<file path="config.mk">
export PLATFORM = sky130hd
export DESIGN_NAME = pipeline_stall_controller
export DESIGN_NICKNAME = d
export VERILOG_FILES = /design/src/rtl/pipeline_stall_controller.sv
export SDC_FILE = /design/constraint.sdc
export NUM_CORES = 1
export LEC_CHECK = 0
export CORE_MARGIN = 5
export CORE_UTILIZATION = 40
export CTS_CLUSTER_DIAMETER = 30
export DETAILED_ROUTE_END_ITERATION = 10
export MAX_ROUTING_LAYER = met4
export SLEW_MARGIN = 10
export SYNTH_ARGS = -nofsm -noshare
export SYNTH_HDL_FRONTEND = slang
export SYNTH_SLANG_ARGS = --single-unit
</file>
<file path="constraint.sdc">
create_clock -name clk -period 2.5 [get_ports clk]
set_clock_uncertainty 0.15 [all_clocks]
set_input_delay 0.5 -clock clk [delete_from_list [all_inputs] [get_ports clk]]
set_output_delay 0.5 -clock clk [all_outputs]
set_load 0.05 [all_outputs]
</file>
<file path="src/rtl/pipeline_stall_controller.sv">
// Pipeline stall/flush sequencer for the five-stage MIPS pipeline: turns hazard
// flags into PC/IF-ID/ID-EX controls, with stall watchdogs and perf counters.
module pipeline_stall_controller #(
  parameter int STALL_MAX  = 4,
  parameter int BR_TIMEOUT = 8,
  parameter int CNT_W      = 16
) (
  input  logic             clk,
  input  logic             reset_n,
  input  logic             data_hazard,
  input  logic             control_hazard,
  input  logic             branch_resolved,
  input  logic             branch_taken,
  input  logic             clr_counters,
  output logic             pc_write,
  output logic             ifid_write,
  output logic             ifid_flush,
  output logic             idex_bubble,
  output logic             stall_error,
  output logic [CNT_W-1:0] stall_cycles,
  output logic [CNT_W-1:0] flush_events
);

  localparam int CNT_MAX = (STALL_MAX > BR_TIMEOUT) ? STALL_MAX : BR_TIMEOUT;
  localparam int CW      = $clog2(CNT_MAX + 1);
  localparam logic [CW-1:0]    STALL_MAX_C = CW'(STALL_MAX);
  localparam logic [CW-1:0]    BR_LAST_C   = CW'(BR_TIMEOUT - 1);
  localparam logic [CNT_W-1:0] CNT_SAT_C   = {CNT_W{1'b1}};

  typedef enum logic [1:0] {
    RUN    = 2'd0,
    DSTALL = 2'd1,
    BWAIT  = 2'd2
  } state_t;

  state_t          state_r, state_nxt_s;
  logic [CW-1:0]   cnt_r, cnt_nxt_s;
  logic            pw_s, iw_s, fl_s, bb_s;
  logic            err_set_s, flush_inc_s;
  logic            stall_err_r;
  logic [CNT_W-1:0] stall_cnt_r, flush_cnt_r;

  // State and watchdog counter register.
  always_ff @(posedge clk or negedge reset_n) begin
    if (!reset_n) begin
      state_r <= RUN;
      cnt_r   <= '0;
    end else begin
      state_r <= state_nxt_s;
      cnt_r   <= cnt_nxt_s;
    end
  end

  // Next-state and Mealy control outputs; DSTALL without a hazard behaves as RUN.
  always_comb begin
    state_nxt_s = state_r;
    cnt_nxt_s   = cnt_r;
    pw_s        = 1'b1;
    iw_s        = 1'b1;
    fl_s        = 1'b0;
    bb_s        = 1'b0;
    err_set_s   = 1'b0;
    flush_inc_s = 1'b0;
    case (state_r)
      BWAIT: begin
        fl_s = 1'b1;
        if (branch_resolved) begin
          state_nxt_s = RUN;
          cnt_nxt_s   = '0;
          flush_inc_s = branch_taken;
        end else if (cnt_r == BR_LAST_C) begin
          err_set_s   = 1'b1;
          state_nxt_s = RUN;
          cnt_nxt_s   = '0;
        end else begin
          pw_s      = 1'b0;
          cnt_nxt_s = cnt_r + CW'(1);
        end
      end
      RUN, DSTALL: begin
        if ((state_r == DSTALL) && data_hazard && (cnt_r < STALL_MAX_C)) begin
          pw_s      = 1'b0;
          iw_s      = 1'b0;
          bb_s      = 1'b1;
          cnt_nxt_s = cnt_r + CW'(1);
        end else if ((state_r == DSTALL) && data_hazard) begin
          err_set_s   = 1'b1;
          state_nxt_s = RUN;
          cnt_nxt_s   = '0;
        end else if (data_hazard) begin
          pw_s        = 1'b0;
          iw_s        = 1'b0;
          bb_s        = 1'b1;
          state_nxt_s = DSTALL;
          cnt_nxt_s   = CW'(1);
        end else if (control_hazard) begin
          pw_s        = 1'b0;
          fl_s        = 1'b1;
          state_nxt_s = BWAIT;
          cnt_nxt_s   = '0;
        end else begin
          state_nxt_s = RUN;
          cnt_nxt_s   = '0;
        end
      end
      default: begin
        state_nxt_s = RUN;
        cnt_nxt_s   = '0;
      end
    endcase
  end

  // Outputs are forced to the safe stall pattern while reset is held.
  always_comb begin
    if (!reset_n) begin
      pc_write    = 1'b0;
      ifid_write  = 1'b0;
      ifid_flush  = 1'b0;
      idex_bubble = 1'b1;
    end else begin
      pc_write    = pw_s;
      ifid_write  = iw_s;
      ifid_flush  = fl_s;
      idex_bubble = bb_s;
    end
  end

  // Sticky watchdog flag and saturating performance counters; clear beats increment.
  always_ff @(posedge clk or negedge reset_n) begin
    if (!reset_n) begin
      stall_err_r <= 1'b0;
      stall_cnt_r <= '0;
      flush_cnt_r <= '0;
    end else begin
      stall_err_r <= stall_err_r | err_set_s;
      if (clr_counters) begin
        stall_cnt_r <= '0;
        flush_cnt_r <= '0;
      end else begin
        if (!pw_s && (stall_cnt_r != CNT_SAT_C)) begin
          stall_cnt_r <= stall_cnt_r + CNT_W'(1);
        end
        if (flush_inc_s && (flush_cnt_r != CNT_SAT_C)) begin
          flush_cnt_r <= flush_cnt_r + CNT_W'(1);
        end
      end
    end
  end

  assign stall_error  = stall_err_r;
  assign stall_cycles = stall_cnt_r;
  assign flush_events = flush_cnt_r;

endmodule

</file>
======== Word level (Yosys, flattened, before mapping) ========
Cells that the tools add are included.
Widths: inputs -> output; s select.
word-level totals
  register bits ........................... 39
  bits in latches ......................... 0
  bits in writable memories ............... 0
  ROM bits ................................ 0
  input bits .............................. 7
  output and inout bits ................... 37
  memories kept ........................... 0
operators by class
  add/subtract/negate cells ............... 3
  multipliers ............................. 0
  divide/modulo/power cells ............... 0
  $lt $le $gt $ge ......................... 1
  equal/unequal tests ..................... 7
  shift-type cells ........................ 0
  multiplexer cells ....................... 47
  bitwise gates (word level) .............. 1
  reduce and logical (&&, ||, !) cells .... 10
operators by type and width
  cell                   count
  $mux 16                4
  $add 16x1->16 const B  2
  $ne 16x16->1 const B   2
  $mux 1                 29
  $mux 2                 6
  $mux 4                 3
  $pmux 4 s2             1
  $pmux 1 s2             3
  $add 4x1->4 const B    1
  $eq 4x3->1 const B     1
  $logic_and 1x1->1      4
  $lt 4x3->1 const B     1
  $pmux 2 s2             1
  $reduce_bool 2->1      2
  $ne 3x3->1 const B     1
  $eq 2x1->1 const B     1
  $eq 2x2->1 const B     1
  $logic_not 2->1        1
  $ne 2x2->1 const B     1
  $reduce_and 2->1       1
  $reduce_or 2->1        1
  $logic_not 1->1        1
  $or 1x1->1             1

======== Depth between registers and ports, before layout ========
Gate-level depths: netlist of run 1.
  word-level depth ........................ 9
  mapped depth ............................ 8
  depth with buffers taken out ............ 6

======== Least setup slack after synthesis of run 1 ========
Ideal clock, no wire load.
  path type ............................... in2out
  from .................................... input data_hazard
  to ...................................... output pc_write
  data arrival time ....................... 2096 ps
  required time ........................... 1850 ps
  path slack .............................. -246 ps
  stages on the path ...................... 5
  path buffers ............................ 1
  cell sequence ........................... nor2b_1 -> and2_1 -> buf_4 -> nand2b_1 -> nor2_1
between the ends
  cells in the longest elaborated chain, start to end .. 5
  elaborated cells between the ends (all ways) .. 7
RTL lines
  item                                                RTL line    RTL
  start: declaration                                  10          input logic data_hazard,
  $mux 1 / $logic_and 1x1->1 (equally long branches)  90, 81, 86
  $mux 1 / $logic_and 1x1->1 (equally long branches)  86, 81
  $mux 1 (*)                                          81          if ((state_r == DSTALL) && data_hazard && (cnt_r < STALL_MAX_C)) begin
  $pmux 1 s2 (*)                                      64          case (state_r)
  $mux 1 (*)                                          115         if (!reset_n) begin
  end: declaration                                    15          output logic pc_write,
Every way passes the cells marked *; elsewhere a longest branch is shown, timed or not.

======== Worst setup path after layout of run 1 ========
  from .................................... input data_hazard
  to ...................................... output idex_bubble
between the ends
  cells in the longest elaborated chain, start to end .. 5
  elaborated cells between the ends (all ways) .. 7
RTL lines
  item                                                RTL line    RTL
  $mux 1 / $logic_and 1x1->1 (equally long branches)  90, 81, 86
  $mux 1 / $logic_and 1x1->1 (equally long branches)  86, 81
  $mux 1 (*)                                          81
  $mux 1 (*)                                          64
  $mux 1 (*)                                          115
  end: declaration                                    18          output logic idex_bubble,
Marked as above.

==> impl_metrics.yaml, run 1 <==
die:
  dieArea_um2: 6940
  dieHeight_um: 83.3
  die_x_um: 83.3
  design.portCount: 44
  coreArea_um2: 5170
  fp-row-count: 26
  initial_utilization_pct: 41.6
worst_hold_path:
  holdPathStages: 2
  hold_path_class: "reg -> reg"
clock_tree:
  cts_setup_buffers: 0
  cts_tree: "done"
  cts-root-buf: "clkbuf_8"
  cts_sinks: 39
  cts_made_buffers: 5
  ctsLongestPathBuffers: 2
  path_clk_slew_ns: 0.07
  clkLatencyLatePin_ns: 0.29
  ctsHtreeMaxLevel: 2
drt:
  drcViolationCount: 0
  ant_nets: 0
  dr_total_vias: 1859
  wl_per_cell_um: 14.9
  vias_per_cell: 5.30
  firstDrtPassIters: 4
  wl_mm: 5.23
  drtIter0Drc: 94
sta:
  rsz0062_at_grt: "false"
  max_freq_mhz: 413
  finalMaxSlewViolations: 0
  finalSetupViolations: 0
  hold_violations: 0
  whs_ns: 0.347
  min_period_ns: 2.42
  period_share_pct: 96.9
  worst_slew_pin_slew_ns: 0.731
  slew_headroom_pct: 50.6
critical_path:
  worst_r2r_path_depth: 7
  path_depth: 6
  cp_slowest_stage_delay_ns: 0.51
  cp_max_fo: 5
  cp-end-kind: "output port"
  crit_type: "in -> out"
  cp-start-kind: "input port"
  cp_cell_sequence: "clkdlybuf4s50_1 -> nor2b_2 -> and2_4 -> nand2b_4 -> buf_4 -> buf_12"
  critPathTopFamily: "buffers and inverters"
  critPathRequiredTime_ns: 1.85
  critical_path.slowest_cell: "clkdlybuf4s50_1"
  worstPathArrival_ns: 1.77
  critPathBufInv: 3
layout:
  fin_area_um2: 2860
  syn2layout_area_growth_pct: 33.0
  layout-drive-gt1-share_pct: 13.9
  nets: 290
  antenna_cells: 0
placed_design:
  gp_congestion: 0.804
  dp_hpwl_mm: 3.83
  port_buffers: 43
  dpl_cell_area_um2: 2750
yosys:
  syn_area_um2: 2150
  synth_cells: 224
  ys_async_sr_fraction_pct: 100
  ys_seq_elements: 39
  syn_area_per_cell_um2: 9.60
  synth-edff-count: 0
  ys_warn_count: 0
  seq_area_frac_synth_pct: 45.4
  synth_cell_types: 47
  syn-num-nets: 234
  synth_top_flop_cell: "dfrtp_1"
run_status:
  status: "finished clean"
global_routing:
  grt_max_degree: 32
  grt_usage_pct: 15.8
  grt_pass1_vias: 1902
  overflow: 0
  grt_antenna_before_repair: 0
  grt_pass1_wl_mm: 9.01
pwr:
  p_per_area_nw_per_um2: 453
  vdd_drop_max_uv: 234
  leakagePower_uw: 0.00113
run:
  maxCapViolations: 0
## cell usage in the layout, fill, tap and decap left out, types with 2 or more instances in the layout
cell	count
or3_1	8
clkbuf_8	5
nor4_1	3
nand3_1	13
inv_1	5
o211ai_1	2
clkbuf_1	2
clkdlybuf4s50_1	38
buf_4	14
xnor2_1	8
dfrtp_1	39
and3_1	6
o21ai_0	13
nand2_1	16
ha_1	3
nand4_1	7
mux2i_1	3
buf_12	3
a21oi_1	15
a221oi_1	2
or4_1	7
nor2b_1	2
nor3_1	4
nor2_1	20
and4_1	4
o31ai_1	7
xor2_1	6
## cell type report
| type | instances | area [um2] |
|---|---|---|
| clock inverter | 1 | 5.00 |
| tap | 70 | 87.6 |
| inverter | 5 | 18.8 |
| clock buffer | 7 | 76.3 |
| multi-input combinational | 172 | 1140 |
| fill | 474 | 2310 |
| timing repair buffer | 57 | 561 |
| sequential | 39 | 976 |
## cells by family after synthesis
kind of cell               after synthesis  synth area share, %
and+or+nand+nor                        105                 28.4
AOI/OAI and AO/OA                       46                 13.9
DFF                                     39                 45.4
xor gates and xnor gates                14                 5.70
buffers and inverters                   13                 2.97
muxes                                    4                 1.92
adders and majority gates                3                 1.75
## sequential cells by signal, summed over array words and instances, names as in the netlist
name	flops
stall_error	1
state_r	2
flush_events	16
stall_cycles	16
cnt_r	4
## Yosys cell counts, drive strengths merged, types with 2 or more instances
| cell type | n | share of area (%) |
|---|---|---|
| ha | 3 | 1.7 |
| o211ai | 2 | 0.70 |
| xnor2 | 8 | 3.3 |
| nor2b | 3 | 0.87 |
| or4 | 8 | 3.0 |
| nand2 | 16 | 2.8 |
| nor4 | 3 | 0.87 |
| mux2i | 3 | 1.4 |
| and4 | 4 | 1.6 |
| dfrtp | 39 | 45 |
| xor2 | 6 | 2.4 |
| clkbuf | 4 | 0.76 |
| or3 | 8 | 2.3 |
| a21oi | 15 | 3.5 |
| nor3 | 4 | 0.93 |
| buf | 4 | 1.3 |
| and3 | 6 | 1.7 |
| or4b | 2 | 0.93 |
| a221oi | 2 | 0.81 |
| nor4b | 2 | 1.1 |
| inv | 5 | 0.87 |
| nor2 | 21 | 3.7 |
| nor3b | 2 | 0.70 |
| nand3 | 13 | 3.0 |
| nand4 | 7 | 2.0 |
| o31ai | 7 | 2.4 |
| o21ai | 14 | 3.4 |
## through the flow
step	power (uW)	worst slack [ns]	utilization, %	std cells	TNS (ns)
floorplan	800	0.0380	-	224	0
global placement	892	-0.114	53.2	342	-0.625
detailed placement	895	-0.158	53.2	342	-1.11
CTS	1320	0.0188	55.1	351	0
global route	1370	0.00433	55.3	351	0
finish	1300	0.0775	55.3	351	0
## power breakdown
| part | leakage [uW] | switching (uW) | total [uW] | internal, uW |
|---|---|---|---|---|
| clock | 0.0000422 | 215 | 411 | 196 |
| combinational | 0.000549 | 128 | 217 | 88.4 |
| sequential | 0.000538 | 23.8 | 669 | 645 |
## worst min-delay path, delay by kind of cell (launching register included)
kind            cells  cell delay (ns)
simple gates        1             0.05
compound gates      1             0.06
flops               1             0.36
## repair_timing
action	4_1_cts	5_1_grt
resized for setup	2	2
setup endpoints to repair	3	4
pin swaps	0	0
hold buffers	1	0
hold endpoints to repair	9	0
## final timing paths
| check | startpoint | end | slack (ns) |
|---|---|---|---|
| max in group asynchronous | reset_n | stall_cycles[0] | 1.01 |
| setup reg to reg | cnt_r[0] | stall_cycles[1] | 0.30 |
| min in group asynchronous | reset_n | stall_cycles[14] | 0.48 |
| hold reg to reg | stall_error | stall_error | 0.35 |
| hold / removal | stall_error | stall_error | 0.35 |
| setup / recovery | data_hazard | idex_bubble | 0.08 |
## per-layer routing
metal	part of all wire [%]	up-vias	track usage, %
li1	-	945	-
met1	49	881	20.5
met2	47	28	25.1
met3	3.2	5	3.27
met4	0.94	0	4.46
met5	0	-	-
(Power assumes the default switching activity.)
==> inputs of run 2 (changes only) <==
--- a/config.mk
+++ b/config.mk
@@ -6,10 +6,11 @@
 export NUM_CORES = 1
 export LEC_CHECK = 0
 export CORE_MARGIN = 5
-export CORE_UTILIZATION = 40
+export CORE_UTILIZATION = 51
 export CTS_CLUSTER_DIAMETER = 30
 export DETAILED_ROUTE_END_ITERATION = 10
 export MAX_ROUTING_LAYER = met4
+export PLACE_DENSITY = 0.79
 export SLEW_MARGIN = 10
 export SYNTH_ARGS = -nofsm -noshare
 export SYNTH_HDL_FRONTEND = slang
==> run 2 against run 1 <==
  * Final cell count decreased by 6.8%
  * Count of clock-buffer cells in the layout unchanged
  * Critical endpoint is now pc_write
  * Power decreased by 0.69%
  * Clock power decreased by 1%
  * Worst hold slack got worse by 0.20 ns
  * Core utilization increased by 14 points
  * Non-clock buffer count decreased by 4
  * Wire length decreased by 6.5%
==> impl_metrics.yaml, run 2 (synthesis results as in run 1) <==
layout:
  antenna_cells: 0
  syn2layout_area_growth_pct: 30.5
  fin_area_um2: 2810
  nFillCells: 326
  nets: 286
  mostFrequentLayoutCells: "dfrtp_1 (39), clkdlybuf4s50_1 (37), nor2_1 (20), nand2_1 (16), a21oi_1 (15)"
  layout_commonest_cell: "dfrtp_1"
  layout-drive-gt1-share_pct: 12.6
critical_path:
  worstPathArrival_ns: 1.77
  reg2reg_to: "stall_cycles[14]"
  cp-start-kind: "input port"
  critical_path.slowest_cell: "clkdlybuf4s50_1"
  critPathRequiredTime_ns: 1.85
  rr_startpoint: "cnt_r[0]"
  r2r_setup_slack_ns: 0.34
  cp_max_fo: 4
  cp_slowest_stage_delay_ns: 0.55
  crit_type: "in -> out"
  critPathTopFamily: "buffers and inverters"
  worst_r2r_path_depth: 6
  critPathBufInv: 4
  cp_cell_sequence: "clkdlybuf4s50_1 -> inv_1 -> a31o_4 -> buf_4 -> nor2_4 -> buf_12"
  cp-end-kind: "output port"
drt:
  ant_nets: 0
  drtIter0Drc: 90
  dr_total_vias: 1903
  vias_per_cell: 5.82
  firstDrtPassIters: 4
  wl_mm: 4.89
  drcViolationCount: 0
  wl_per_cell_um: 15.0
global_routing:
  grt_pass1_vias: 1856
  grt_usage_pct: 20.0
  grt_max_degree: 29
  grt_antenna_before_repair: 0
  overflow: 0
  grt_pass1_wl_mm: 8.36
sta:
  slew_headroom_pct: 49.3
  rsz0062_at_grt: "false"
  hold_violations: 0
  whs_ns: 0.146
  finalMaxSlewViolations: 0
  min_period_ns: 2.42
  period_share_pct: 96.9
  max_freq_mhz: 413
  finalSetupViolations: 0
  worst_slew_pin_slew_ns: 0.750
clock_tree:
  path_clk_slew_ns: 0.08
  clkLatencyLatePin_ns: 0.29
  ctsHtreeMaxLevel: 2
  cts_made_buffers: 5
  cts_setup_buffers: 0
  cts-root-buf: "clkbuf_8"
  ctsLongestPathBuffers: 2
  cts_tree: "done"
  cts_sinks: 39
die:
  initial_utilization_pct: 53.0
  coreArea_um2: 4060
  fp-row-count: 23
  die_x_um: 74.9
  dieArea_um2: 5620
  design.portCount: 44
  dieHeight_um: 74.9
run_status:
  status: "finished clean"
placed_design:
  port_buffers: 43
  gp_congestion: 0.827
  dp_hpwl_mm: 3.48
  dpl_cell_area_um2: 2700
run:
  maxCapViolations: 0
pwr:
  p_per_area_nw_per_um2: 459
  leakagePower_uw: 0.00112
  vdd_drop_max_uv: 316
worst_hold_path:
  hold_path_class: "in -> async"
## run 2: changes by cell type in the layout (fill, tap and decap cells not counted), sizes merged
| cell | previous run | this run |
|---|---|---|
| buf | 18 | 14 |
| clkdlybuf4s50 | 38 | 37 |
| dlymetal6s2s | 0 | 1 |
## run 2: how the worst max path moves through the flow
stage	cells past startpoint	to	slack (ns)	start
6_report	6	pc_write	0.08	branch_resolved
5_1_grt	6	pc_write	0.007	branch_resolved
4_1_cts	6	idex_bubble	0.02	data_hazard
3_5_place_dp	6	stall_cycles[14]	-0.13	data_hazard
3_3_place_gp	6	stall_cycles[14]	-0.10	data_hazard
2_1_floorplan	5	ifid_write	0.04	data_hazard
## run 2: per-stage QoR
| stage | std cells | TNS [ns] | total power [uW] | utilization (%) | setup slack (ns) |
|---|---|---|---|---|---|
| final | 327 | 0 | 1290 | 69.2 | 0.0766 |
| after global routing | 327 | 0 | 1350 | 69.2 | 0.00664 |
| after CTS | 327 | 0 | 1310 | 68.8 | 0.0211 |
| after detailed placement | 318 | -0.524 | 888 | 66.5 | -0.126 |
| after global placement | 318 | -0.303 | 886 | 66.5 | -0.100 |
| after floorplan | 224 | 0 | 800 | - | 0.0380 |
## run 2: where the power goes
part / total [uW] / internal [uW] / switching [uW]
clock: 406 / 196 / 211
combinational: 213 / 86.7 / 126
sequential: 668 / 645 / 22.8
total: 1290 / 928 / 360
## run 2: final cells by class
class	count	area (um2)	share of cell area, %
inverters	5	18.8	0.668
clock buffers	7	76.3	2.72
flip-flops and latches	39	976	34.8
multi-input cells	172	1140	40.5
repair buffers	53	533	19.0
well taps	50	62.6	2.23
clock inverters	1	5.00	0.178
## run 2: what timing repair did
item / in CTS / in global routing
gates resized for setup: 2 / 4
hold buffers: 1 / 0
endpoints found under the setup margin: 3 / 3
endpoints found under the hold margin: 11 / 0
## run 2: per-layer routing
metal	part of all wire (%)	track usage, %
met5	0	-
met4	0.98	6.52
met3	4.4	4.54
met2	49	32.1
met1	46	25.1
